**src/rtl/axil_sync_fifo_gen.sv**
```systemverilog
// Single-clock FIFO with optional first-word-fall-through read port,
// occupancy/threshold flags, synchronous flush and sticky error flags.
module axil_sync_fifo_gen #(
  parameter int SIZE     = 32,
  parameter int DEPTH    = 64,
  parameter int FWFT     = 0,
  parameter int AF_LEVEL = DEPTH - 4,
  parameter int AE_LEVEL = 4
) (
  input  logic                     AXI_CLK,
  input  logic                     ARESET,
  input  logic                     FLUSH,
  input  logic                     WR_EN,
  input  logic [SIZE-1:0]          WR_DATA,
  input  logic                     RD_EN,
  output logic [SIZE-1:0]          RD_DATA,
  output logic                     RD_VALID,
  input  logic                     ERR_CLR,
  output logic                     FIFO_FULL,
  output logic                     FIFO_EMPTY,
  output logic                     ALMOST_FULL,
  output logic                     ALMOST_EMPTY,
  output logic [$clog2(DEPTH):0]   FILL_COUNT,
  output logic                     OVERFLOW,
  output logic                     UNDERFLOW
);

  localparam int AW = $clog2(DEPTH);
  localparam int CW = AW + 1;

  logic [SIZE-1:0] mem [DEPTH];

  logic [AW-1:0] wrPtr_q, wrPtr_d;
  logic [AW-1:0] rdPtr_q, rdPtr_d;
  logic [CW-1:0] count_q, count_d;
  logic          overflow_q, overflow_d;
  logic          underflow_q, underflow_d;
  logic          wrAccept, rdAccept;
  logic [SIZE-1:0] headData;

  assign FIFO_FULL    = (count_q == CW'(DEPTH));
  assign FIFO_EMPTY   = (count_q == '0);
  assign ALMOST_FULL  = (count_q >= CW'(AF_LEVEL));
  assign ALMOST_EMPTY = (count_q <= CW'(AE_LEVEL));
  assign FILL_COUNT   = count_q;
  assign OVERFLOW     = overflow_q;
  assign UNDERFLOW    = underflow_q;

  assign wrAccept = WR_EN && !FIFO_FULL && !FLUSH;
  assign rdAccept = RD_EN && !FIFO_EMPTY && !FLUSH;
  assign headData = mem[rdPtr_q];

  always_comb begin
    wrPtr_d     = wrPtr_q;
    rdPtr_d     = rdPtr_q;
    count_d     = count_q;
    overflow_d  = (WR_EN && FIFO_FULL && !FLUSH) || (overflow_q && !ERR_CLR);
    underflow_d = (RD_EN && FIFO_EMPTY && !FLUSH) || (underflow_q && !ERR_CLR);
    if (FLUSH) begin
      wrPtr_d = '0;
      rdPtr_d = '0;
      count_d = '0;
    end else begin
      if (wrAccept) wrPtr_d = wrPtr_q + AW'(1);
      if (rdAccept) rdPtr_d = rdPtr_q + AW'(1);
      case ({wrAccept, rdAccept})
        2'b10:   count_d = count_q + CW'(1);
        2'b01:   count_d = count_q - CW'(1);
        default: count_d = count_q;
      endcase
    end
  end

  always_ff @(posedge AXI_CLK or posedge ARESET) begin
    if (ARESET) begin
      wrPtr_q     <= '0;
      rdPtr_q     <= '0;
      count_q     <= '0;
      overflow_q  <= 1'b0;
      underflow_q <= 1'b0;
    end else begin
      wrPtr_q     <= wrPtr_d;
      rdPtr_q     <= rdPtr_d;
      count_q     <= count_d;
      overflow_q  <= overflow_d;
      underflow_q <= underflow_d;
    end
  end

  // Storage is deliberately not reset; a write coinciding with reset is dropped.
  always_ff @(posedge AXI_CLK) begin
    if (wrAccept && !ARESET) mem[wrPtr_q] <= WR_DATA;
  end

  if (FWFT == 0) begin : gStdRead
    logic [SIZE-1:0] rdData_q, rdData_d;
    logic            rdValid_q, rdValid_d;

    always_comb begin
      rdData_d  = rdAccept ? headData : rdData_q;
      rdValid_d = rdAccept;
    end

    always_ff @(posedge AXI_CLK or posedge ARESET) begin
      if (ARESET) begin
        rdData_q  <= '0;
        rdValid_q <= 1'b0;
      end else begin
        rdData_q  <= rdData_d;
        rdValid_q <= rdValid_d;
      end
    end

    assign RD_DATA  = rdData_q;
    assign RD_VALID = rdValid_q;
  end else begin : gFwftRead
    // Head is shown combinationally; masked to zero so reset/empty reads as 0.
    assign RD_DATA  = FIFO_EMPTY ? '0 : headData;
    assign RD_VALID = !FIFO_EMPTY;
  end

endmodule

```
**config.mk**
```make
export PLATFORM = sky130hd
export DESIGN_NAME = axil_sync_fifo_gen
export DESIGN_NICKNAME = d
export VERILOG_FILES = /design/src/rtl/axil_sync_fifo_gen.sv
export SDC_FILE = /design/constraint.sdc
export NUM_CORES = 2
export LEC_CHECK = 0
export ABC_AREA = 0
export CELL_PAD_IN_SITES_DETAIL_PLACEMENT = 1
export CELL_PAD_IN_SITES_GLOBAL_PLACEMENT = 2
export CORE_ASPECT_RATIO = 0.6
export CORE_MARGIN = 3
export CORE_UTILIZATION = 47
export DETAILED_ROUTE_END_ITERATION = 6
export GPL_TIMING_DRIVEN = 0
export PLACE_DENSITY = 0.79
export SETUP_SLACK_MARGIN = 0.4
export SLEW_MARGIN = 15
export SYNTH_ARGS = -nofsm -noshare
export SYNTH_HDL_FRONTEND = slang
export SYNTH_SLANG_ARGS = --single-unit
```
**constraint.sdc**
```tcl
create_clock -name AXI_CLK -period 4.7 [get_ports AXI_CLK]
set_input_delay 0.47 -clock AXI_CLK [delete_from_list [all_inputs] [get_ports AXI_CLK]]
set_output_delay 0.47 -clock AXI_CLK [all_outputs]
set_load 0.03 [all_outputs]
```
==> flow_metrics.env <==
export IMPL_outcome="finished, final reports clean"
export IMPL_finalMaxSlewViolations=0
export IMPL_worstReg2RegEnd="RD_DATA[28]"
export IMPL_clock_skew_ns=0.05374
export IMPL_nFillCells=14500
export IMPL_seqCellArea_um2=62850
export IMPL_clock_path_buffers=4
export IMPL_dp_cells=6206
export IMPL_seq_area_frac_synth_pct=77.35
export IMPL_synthDistinctLibCells=69
export IMPL_detailedRoute_firstPassIterationCount=6
export IMPL_max_clock_freq_mhz=229.2
export IMPL_final_nets=4200
export IMPL_synthToLayoutAreaGrowth_pct=16.37
export IMPL_min_path_type="input port to flop"
export IMPL_cp_startpoint="rdPtr_q[4]"
export IMPL_yosys_warnings=0
export IMPL_powerDensity_nw_per_um2=493.6
export IMPL_ys_seq_elements=2102
export IMPL_ios=84
export IMPL_rsz0062_at_grt="yes"
export IMPL_r2r_start="rdPtr_q[4]"
export IMPL_synthArstFlopShare_pct=2.569
export IMPL_insertion_delay_ns=0.85
export IMPL_fin_cells=6569
export IMPL_postSynthCellCount=3725
export IMPL_cts_tree="built"
export IMPL_cp_data_required_time_ns=5.37
export IMPL_drc=0
export IMPL_reg2reg_depth=6
export IMPL_finalWeightedCongestion=0.8947
export IMPL_crit_end="RD_DATA[28]"
export IMPL_crit_path_start_kind="flop"
export IMPL_synth_edf_count=2048
export IMPL_syn_mean_instance_area_um2=21.81
export IMPL_synth_top_cell_by_area="edfxtp_1"
export IMPL_syn_nets=3771
export IMPL_drtIter0Drc=7912
export IMPL_synth_simple_area_share_pct=1.903
export IMPL_mostFrequentLayoutCells="edfxtp_1, mux4_2, mux2i_1, clkbuf_16, clkbuf_1"
export IMPL_synth_top_family_by_area="multiplexers"
export IMPL_grt_max_degree=65
export IMPL_maxCapViolations=0
export IMPL_grt_usage_pct=30.48
export IMPL_arrival_ns=5.04
export IMPL_vias_per_cell=6.710
export IMPL_grt_overflow=0
export IMPL_die_h_um=328.1
export IMPL_cellLeakagePower_nw=28.99
export IMPL_grt_pass1_wl_mm=370.8
export IMPL_cp_end_kind="flop"
export IMPL_antenna_found_initial=13
export IMPL_vdd_drop_max_mv=0.3666
export IMPL_multi_input_area_um2=17520
export IMPL_synthXorXnorAreaFrac_pct=0.1401
export IMPL_layout_commonest_cell="edfxtp_1"
export IMPL_synth_compound_area_share_pct=3.266
export IMPL_cts_root_buf="clkbuf_16"
export IMPL_port_buffers=82
export IMPL_synth_area_um2=81250
export IMPL_r2r_setup_slack_ns=0.34
export IMPL_synth_area_top_cells="edfxtp_1, mux4_2, mux2i_1"
export IMPL_finalHoldViolations=0
export IMPL_path_max_fanout=10
export IMPL_synth_top_area_share_pct=75.69
export IMPL_dp_hpwl_mm=183.3
export IMPL_drtAntennaViolNets=0
export IMPL_vias=44080
export IMPL_cts_htree_levels=4
export IMPL_grt_pass1_vias=44070
export IMPL_start_util_pct=47.60
export IMPL_synthAdderAreaFrac_pct=0.1324
export IMPL_slew_headroom_pct=14.64
export IMPL_fin_tns_setup_ns=0
export IMPL_synthMuxAreaShare_pct=15.50
export IMPL_die_w_um=542.8
export IMPL_wirelength_mm=271.2
export IMPL_cts_sinks=2102
export IMPL_criticalPathCategory="flop to flop"
export IMPL_dominantRegCellSynth="edfxtp_1"
export IMPL_drive_gt1_share_pct=26.47
export IMPL_cts_buffers_inserted=192
export IMPL_core_area_um2=170700
export IMPL_period_needed_ns=4.363
export IMPL_die_area_um2=178100
export IMPL_worstMarginPinSlew_ns=1.276
export IMPL_setup_viol=0
export IMPL_fp_row_count=117
export IMPL_post_route_period_util_pct=92.83
export IMPL_clkSlewWorstSetupHoldPaths_ns=0.07
export IMPL_routedWlPerCell_um=41.28
-- worst max-delay path: stages (launching register included) --
cell and delay, ns:
dfrtp_1 0.41, clkbuf_1 0.51, clkbuf_1 0.96, clkbuf_1 0.91, o2111ai_1 0.69, o211ai_1 0.51, o211ai_1 0.18
-- kinds of logic after synthesis --
| kind of cell | Yosys count |
|---|---|
| DFF | 2102 |
| adders and majority gates | 8 |
| xor gates and xnor gates | 13 |
| muxes | 689 |
| and+or+nand+nor | 326 |
| AOI/OAI and AO/OA | 358 |
| buffers and inverters | 229 |
-- power breakdown --
part	internal (mW)	leakage (nW)	switching, mW	total, mW
Sequential	20.7	19.1	0.306	21.0
Combinational	4.20	6.98	5.97	10.2
Clock	8.44	2.90	7.00	15.4
Total	33.4	29.0	13.3	46.7
-- area by class of cell --
type,count,share of cell area [%]
Antenna cell,5,0.01323
Buffer,211,1.397
Clock buffer,248,5.402
Clock inverter,95,0.8919
Inverter,18,0.07411
Multi-Input combinational cell,1394,18.53
Sequential cell,2102,66.48
Tap cell,2261,2.992
Timing Repair Buffer,235,4.222
-- metal layers --
layer  wire length [µm]  share of wire [%]  up-vias  GRT usage, %
met2             113300                 42     3519         42.15
li1                   -                  -    16590             -
met4               9834                3.6       12         9.739
met3              41360                 15      481         10.94
met5                 87              0.032        -             0
met1             106600                 39    23470         45.18
-- per-stage QoR --
| step | instance area (µm²) | hold WS, ns | util, % | total power [mW] | setup slack (ns) |
|---|---|---|---|---|---|
| finish | 94550 | 0.07766 | 55.39 | 46.67 | 0.3372 |
| global route | 94530 | 0.05222 | 55.38 | 47.92 | 0.3515 |
| CTS | 94480 | 0.02211 | 55.35 | 46.62 | 0.4279 |
| detailed placement | 88410 | 0.5404 | 51.80 | 31.43 | -0.2477 |
| global placement | 84900 | 0.5303 | 49.74 | 31.18 | -2.743 |
| floorplan | 81250 | 0.5622 | - | 27.54 | 0.8208 |
-- cells in the mapped netlist (9+ instances only) --
master     number
mux4_1         22
o211ai_1       33
buf_2          63
a22oi_1        18
mux2_2         50
buf_1          13
buf_4          36
o22ai_1        91
dfrtp_1        54
or2_2          10
xor2_1          9
a211o_1        16
buf_6          27
clkbuf_1       64
o41ai_1        17
a211oi_1       66
o21ai_0        36
mux4_2        422
nor3_1         11
edfxtp_1     2048
inv_1          10
o2111ai_1      12
mux2i_1       195
nor2b_1        44
a2111oi_0      12
nand3_1        24
nand2_1        64
nor2_1        130
-- timing repair --
item / in CTS / in global routing
pin swaps: 3 / 1
hold endpoints to repair: 31 / 0
hold buffers: 4 / 0
endpoints found under the setup margin: 928 / 49
buffers inserted: 6 / 5
gates resized for setup: 4 / 6
-- worst min-delay path by stage --
stage                           start     endpoint  cells after the start
after global placement    RD_DATA[14]  RD_DATA[14]                      2
after floorplan            wrPtr_q[0]   wrPtr_q[0]                      2
after detailed placement  RD_DATA[14]  RD_DATA[14]                      2
final                     WR_DATA[15]  mem[46][15]                      1
after CTS                 WR_DATA[15]  mem[43][15]                      1
after global routing      WR_DATA[15]  mem[40][15]                      1
-- registers in the layout, summed over array words and instances (netlist names) --
name        cells
RD_VALID        1
wrPtr_q         6
OVERFLOW        1
UNDERFLOW       1
RD_DATA        32
rdPtr_q         6
FILL_COUNT      7
mem          2048
No activity file was read; power rests on OpenSTA's default activity.
